==> config.mk <==
export PLATFORM = sky130hd
export DESIGN_NAME = muldiv_seq
export DESIGN_NICKNAME = d
export VERILOG_FILES = /design/src/rtl/muldiv_seq.sv
export SDC_FILE = /design/constraint.sdc
export NUM_CORES = 1
export LEC_CHECK = 0
export BUFFER_PORTS_ARGS = -buffer_cell sky130_fd_sc_hd__buf_2
export CAP_MARGIN = 10
export CORE_MARGIN = 4
export CORE_UTILIZATION = 43
export DETAILED_ROUTE_END_ITERATION = 10
export GPL_TIMING_DRIVEN = 0
export PLACE_DENSITY = 0.66
export SYNTH_ARGS = -nofsm -noshare
export SYNTH_HDL_FRONTEND = slang
export SYNTH_SLANG_ARGS = --single-unit
==> constraint.sdc <==
create_clock -name clk -period 1.7 [get_ports clk]
set_clock_uncertainty 0.1 [all_clocks]
set_input_delay 0.34 -clock clk [delete_from_list [all_inputs] [get_ports clk]]
set_output_delay 0.34 -clock clk [all_outputs]
set_load 0.05 [all_outputs]
==> src/rtl/muldiv_seq.sv <==
// Multi-cycle MUL/DIV sequencer for the EXE stage: drives ALU phase/strobe controls and the EXE stall.
// Optional divide-by-zero early out is enabled with `define MULDIV_SEQ_DIV_EARLY_OUT_EN.
module muldiv_seq (
    input  logic       clk,
    input  logic       reset,
    input  logic       valid_i,
    input  logic       mul_i,
    input  logic       div_i,
    input  logic       divisor_zero_i,
    input  logic       hold_i,
    input  logic       flush_i,
    output logic [1:0] mul_state_o,
    output logic       d_init_o,
    output logic       d_advance_o,
    output logic       div_last_o,
    output logic       stall_o,
    output logic       busy_o
);

    typedef enum logic [2:0] {
        IDLE     = 3'd0,
        MUL1     = 3'd1,
        MUL2     = 3'd2,
        DIV_ITER = 3'd3,
        DIV_DONE = 3'd4
    } state_t;

    state_t     state_reg, state_next;
    logic [4:0] cnt_reg, cnt_next;
    logic       done_rep_reg;
    logic       start;
    logic       div_zero;

`ifdef MULDIV_SEQ_DIV_EARLY_OUT_EN
    assign div_zero = divisor_zero_i;
`else
    assign div_zero = 1'b0;
    logic  unused_divisor_zero;
    assign unused_divisor_zero = divisor_zero_i;
`endif

    assign start  = valid_i & (mul_i | div_i) & ~flush_i;
    assign busy_o = (state_reg != IDLE);

    always_ff @(posedge clk or posedge reset) begin
        if (reset) begin
            state_reg    <= IDLE;
            cnt_reg      <= 5'd0;
            done_rep_reg <= 1'b0;
        end else begin
            state_reg    <= state_next;
            cnt_reg      <= cnt_next;
            // Marks repeated DIV_DONE cycles so the divider is advanced only once while held.
            done_rep_reg <= (state_reg == DIV_DONE) && (state_next == DIV_DONE);
        end
    end

    always_comb begin
        state_next  = state_reg;
        cnt_next    = cnt_reg;
        mul_state_o = 2'b00;
        d_init_o    = 1'b0;
        d_advance_o = 1'b0;
        div_last_o  = 1'b0;
        stall_o     = 1'b0;

        case (state_reg)
            IDLE: begin
                if (start) begin
                    stall_o = 1'b1;
                    if (div_i) begin
                        d_init_o   = 1'b1;
                        cnt_next   = 5'd0;
                        state_next = div_zero ? DIV_DONE : DIV_ITER;
                    end else begin
                        mul_state_o = 2'b01;
                        state_next  = MUL1;
                    end
                end
            end
            MUL1: begin
                mul_state_o = 2'b10;
                stall_o     = 1'b1;
                state_next  = MUL2;
            end
            MUL2: begin
                mul_state_o = 2'b11;
                if (!hold_i) state_next = IDLE;
            end
            DIV_ITER: begin
                d_advance_o = 1'b1;
                stall_o     = 1'b1;
                cnt_next    = cnt_reg + 5'd1;
                if (cnt_reg == 5'd30) state_next = DIV_DONE;
            end
            DIV_DONE: begin
                div_last_o  = 1'b1;
                d_advance_o = ~done_rep_reg;
                if (!hold_i) state_next = IDLE;
            end
            default: state_next = IDLE;
        endcase

        if (flush_i) begin
            mul_state_o = 2'b00;
            d_init_o    = 1'b0;
            d_advance_o = 1'b0;
            div_last_o  = 1'b0;
            stall_o     = 1'b0;
            state_next  = IDLE;
            cnt_next    = 5'd0;
        end
    end

endmodule

After elaboration in Yosys (flattened, before gate mapping)
Cells that the tools add are included.

operators by class
  bitwise operators = 5
  $add $sub $neg = 1
  equality and inequality tests = 8
  muxes and demuxes = 25
  reductions and logical operators = 7

operators by type and width
  cell                                                 number
  two-way mux 5 bit                                    3
  two-way mux 3 bit                                    4
  case mux 3 bit (4 select lines)                      1
  two-way mux 1 bit                                    11
  case mux 5 bit (2 select lines)                      1
  equality test 3 x 2 -> 1 bit, second input constant  2
  equality test 3 bit, second input constant           2
  inequality test 3 bit, second input constant         2
  case mux 2 bit (3 select lines)                      1
  nonzero test 3 bit                                   2
  adder 5 x 1 -> 5 bit, second input constant          1
  equality test 5 bit, second input constant           1
  two-way mux 2 bit                                    2
  case mux 1 bit (2 select lines)                      2
  OR reduction 2 bit                                   2
  equality test 3 x 1 -> 1 bit, second input constant  1
  zero test 3 bit                                      1
  AND reduction 3 bit                                  1
  bitwise AND 1 bit                                    2
  inverter 1 bit                                       2
  logical AND 1 bit                                    1
  OR 1 bit                                             1

word-level totals
  word-level logic and storage cells = 49
  flip-flop bits (word level) = 9
  output and inout bits = 7
  bits of input ports = 8

Depth between registers and ports, before layout
  word-level depth = 8
  depth in mapped cells = 5
  gate-level depth less buffers = 5

Worst setup path before layout
No wires, ideal clock.

  path type = register to output
  from = register state_reg[2]
  to = output mul_state_o[0]
  data required time = 1.260 ns
  arrival time = 2.140 ns
  path slack = -0.880 ns
  buffers on the path = 1
  stages on the path, launching flop included = 3
  cells stage by stage = dfrtp_1 > clkbuf_1 > nor4_1

on the way
  longest elaborated chain between the ends = 3
  elaborated cells between the ends (all ways) = 5
  those cells by class = eq/ne: 2; mux: 2; reduce/logical: 1

ends and longest elaborated chain
  element                                               RTL line  source
  start, declared                                       28        state_t state_reg, state_next;
  start signal, assigned                                51        state_reg <= state_next;
  equality test 3 x 2 -> 1 bit (tied with other cells)  67        case (state_reg)
  case mux 2 bit (3 select lines) *                     67
  two-way mux 2 bit *                                   104       if (flush_i) begin
  end, declared                                         12        output logic [1:0] mul_state_o,

Every way passes the cells marked *; elsewhere a longest branch is shown, timed or not.

Final worst setup path
  from = register state_reg[0]
  to = output d_advance_o

on the way
  longest elaborated chain between the ends = 3
  elaborated cells between the ends (all ways) = 4
  those cells by class = eq/ne: 2; mux: 2

ends and longest elaborated chain
  element                                                                     RTL line  source
  equality test 3 bit / equality test 3 x 2 -> 1 bit (equally long branches)  67
  case mux 1 bit (2 select lines) *                                           67
  two-way mux 1 bit *                                                         104
  end, declared                                                               14        output logic d_advance_o,

Marks and branches as above.

==> impl_metrics.toml <==
[detailed_routing]
postRouteWirelength_um = 2070
drtAntennaViolNets = 0
firstDrtPassIters = 4
wl_per_cell_um = 17.9
num_vias = 700
drt_iter0_drc = 13
vias_per_cell = 6.03
drc = 0

[pwr]
vdd_ir_drop_max_mv = 0.519
leakage_uw = 0.000431
powerDensity_nw_per_um2 = 596
power_uw = 620

[placement]
placed_cells = 97
port_buffers = 12
gp_congestion = 0.764
dp_hpwl_um = 1170

[yosys]
ys_types = 31
ys_ff_latch = 9
syn_inst = 70
syn_avg_cell_area_sq_um = 8.96
ys_warn_count = 0
syn_nets = 80
syn_area_sq_um = 627
ys_seq_area_share_pct = 35.9

[clocking]
path_clk_slew_ns = 0.07
cts_made_buffers = 3
clk_latency_ns = 0.27
clockBufferDepth = 2
cts_tree = "done"
cts.sinks = 9
cts_root_buf = "clkbuf_4"
cts_htree_levels = 1

[die]
start_util_pct = 47.0
io_pins = 15
core-area_sq_um = 1330
die_area_sq_um = 2130
fp.dieH_um = 46.2
die_w_um = 46.2
num_rows = 13

[sta]
maxSlewViolCount = 0
finalSetupViolCount = 7
slew_headroom_pct = 69.4
hold_slack_ns = 0.257
fin_setup_tns_ns = -1.09
worst_pin_slew_ns = 0.460
hold_violations = 0
fin_crit_sh_pct = 114
rsz0062_at_grt = "true"
min_period_ns = 1.94
fin_ws_ns = -0.238
fmax_mhz = 516

[global_routing]
grt_max_degree = 11
grt_pass1_vias = 728
antenna_found_initial = 0
grt_first_pass_wirelength_um = 3440
grt_use_total_pct = 22.9
gr-total-overflow = 0

[worst_setup_path]
arrival_ns = 1.50
end_kind = "output pin"
rrSetupSlack_ns = 0
crit_required_ns = 1.26
critPathKind = "reg -> out"
path_max_fanout = 6
cp-start-kind = "flip-flop"

[status]
status = "finished with violations"
violations = "negative setup slack"

[final_layout]
num-fill-cells = 101
utilization_pct = 78.0
drive_gt1_share_pct = 50.5
fin_cells = 116
syn_to_final_growth_pct = 65.9
fin_nets = 112
largest_reg_flops = 5
num_antenna_cells = 0

[run]
drv_cap = 0

[worst_hold_path]
min_path_type = "in -> reg"
==> metrics by stage <==
step	worst slack (ns)	cell area, sq um
after floorplan	0.00549	704
after global placement	-0.153	783
after detailed placement	-0.182	783
after CTS	-0.185	988
after global routing	-0.306	1040
final	-0.238	1040
==> power breakdown <==
group	internal, uW	switching [uW]
clock network	90.6	78.3
registers	219	2.64
logic	97.2	132
==> cell usage after synthesis (all sizes together) <==
cell / instances / share of area (%)
dfrtp: 9 / 36
nand2: 7 / 5.4
inv: 5 / 3.0
nor2: 5 / 3.0
a21oi: 4 / 3.2
nand3: 4 / 3.2
nand4: 4 / 4.0
clkbuf: 3 / 1.8
nand2b: 3 / 3.0
a41oi: 2 / 5.2
buf: 2 / 3.0
ha: 2 / 4.0
nand3b: 2 / 2.4
o32ai: 2 / 2.8
or4: 2 / 2.4
a221oi: 1 / 1.4
a31oi: 1 / 1.0
and3b: 1 / 1.4
mux2i: 1 / 1.6
nand4bb: 1 / 1.8
nor3: 1 / 0.80
nor3b: 1 / 1.2
nor4: 1 / 1.0
o2111ai: 1 / 1.4
o22ai: 1 / 1.0
o31ai: 1 / 1.2
o32a: 1 / 1.6
or3: 1 / 1.0
xnor2: 1 / 1.4
==> cell type report <==
cell class                 instances  area [sq um]  share of cell area, %
multi-input combinational         51           467                   44.9
timing repair buffer              27           235                   22.6
sequential                         9           225                   21.7
buffer                             5          48.8                   4.69
clock buffer                       4          26.3                   2.53
inverter                           5          18.8                   1.81
tap                               15          18.8                   1.81
==> worst max-delay path: stages (launching register included) <==
cell and delay [ns]:
dfrtp_1 0.39, buf_6 0.14, nor2_4 0.19, nand3b_1 0.17
a21oi_4 0.16, buf_6 0.17
==> metal layers <==
| layer | GRT usage (%) | routed length [um] | share of wire, % |
|---|---|---|---|
| met1 | 26.4 | 835 | 40 |
| met2 | 40.4 | 1140 | 55 |
| met3 | 7.81 | 80 | 3.9 |
| met4 | 5.11 | 12 | 0.58 |
| met5 | 0 | 0 | 0 |
==> worst paths after layout <==
kind | start | to | cells after the start
max in group asynchronous | reset | cnt_reg[0] | 3
worst min-delay path | hold_i | done_rep_reg | 2
worst max-delay path | state_reg[0] | d_advance_o | 5
min in group asynchronous | reset | state_reg[1] | 3
worst max register to register | state_reg[0] | state_reg[1] | 6
worst min register to register | cnt_reg[0] | cnt_reg[0] | 2
==> cell families (layout without fill, tap and decap cells) <==
group | Yosys count | in the layout | synth area share, %
fa+ha+maj | 2 | 2 | 3.99
compound gates | 14 | 14 | 18.8
buf+inv | 10 | 41 | 7.78
flops | 9 | 9 | 35.9
simple gates | 33 | 33 | 30.5
xor+xnor | 1 | 1 | 1.40
mux | 1 | 1 | 1.60
==> timing repair <==
action                                  CTS  global route
pin swaps                                 7             3
resized for setup                        20             9
hold buffers                              1             0
buffers inserted                         11             4
endpoints found under the setup margin    7             8
cloned                                    0             0
endpoints found under the hold margin     9             0
==> cells in the final DEF (no fill, tap or decap), types with 2 or more instances in the layout <==
cell type	count
buf_4	12
buf_6	10
dfrtp_1	9
nand2_1	5
buf_2	5
inv_1	4
nand4_1	4
clkbuf_4	4
nand3_1	4
nand2b_1	3
clkbuf_1	2
nand3b_1	2
o32ai_1	2
nor2_4	2
nor2_1	2
a21oi_4	2
a41oi_2	2
ha_1	2
Power figures use the tool's default switching activity.
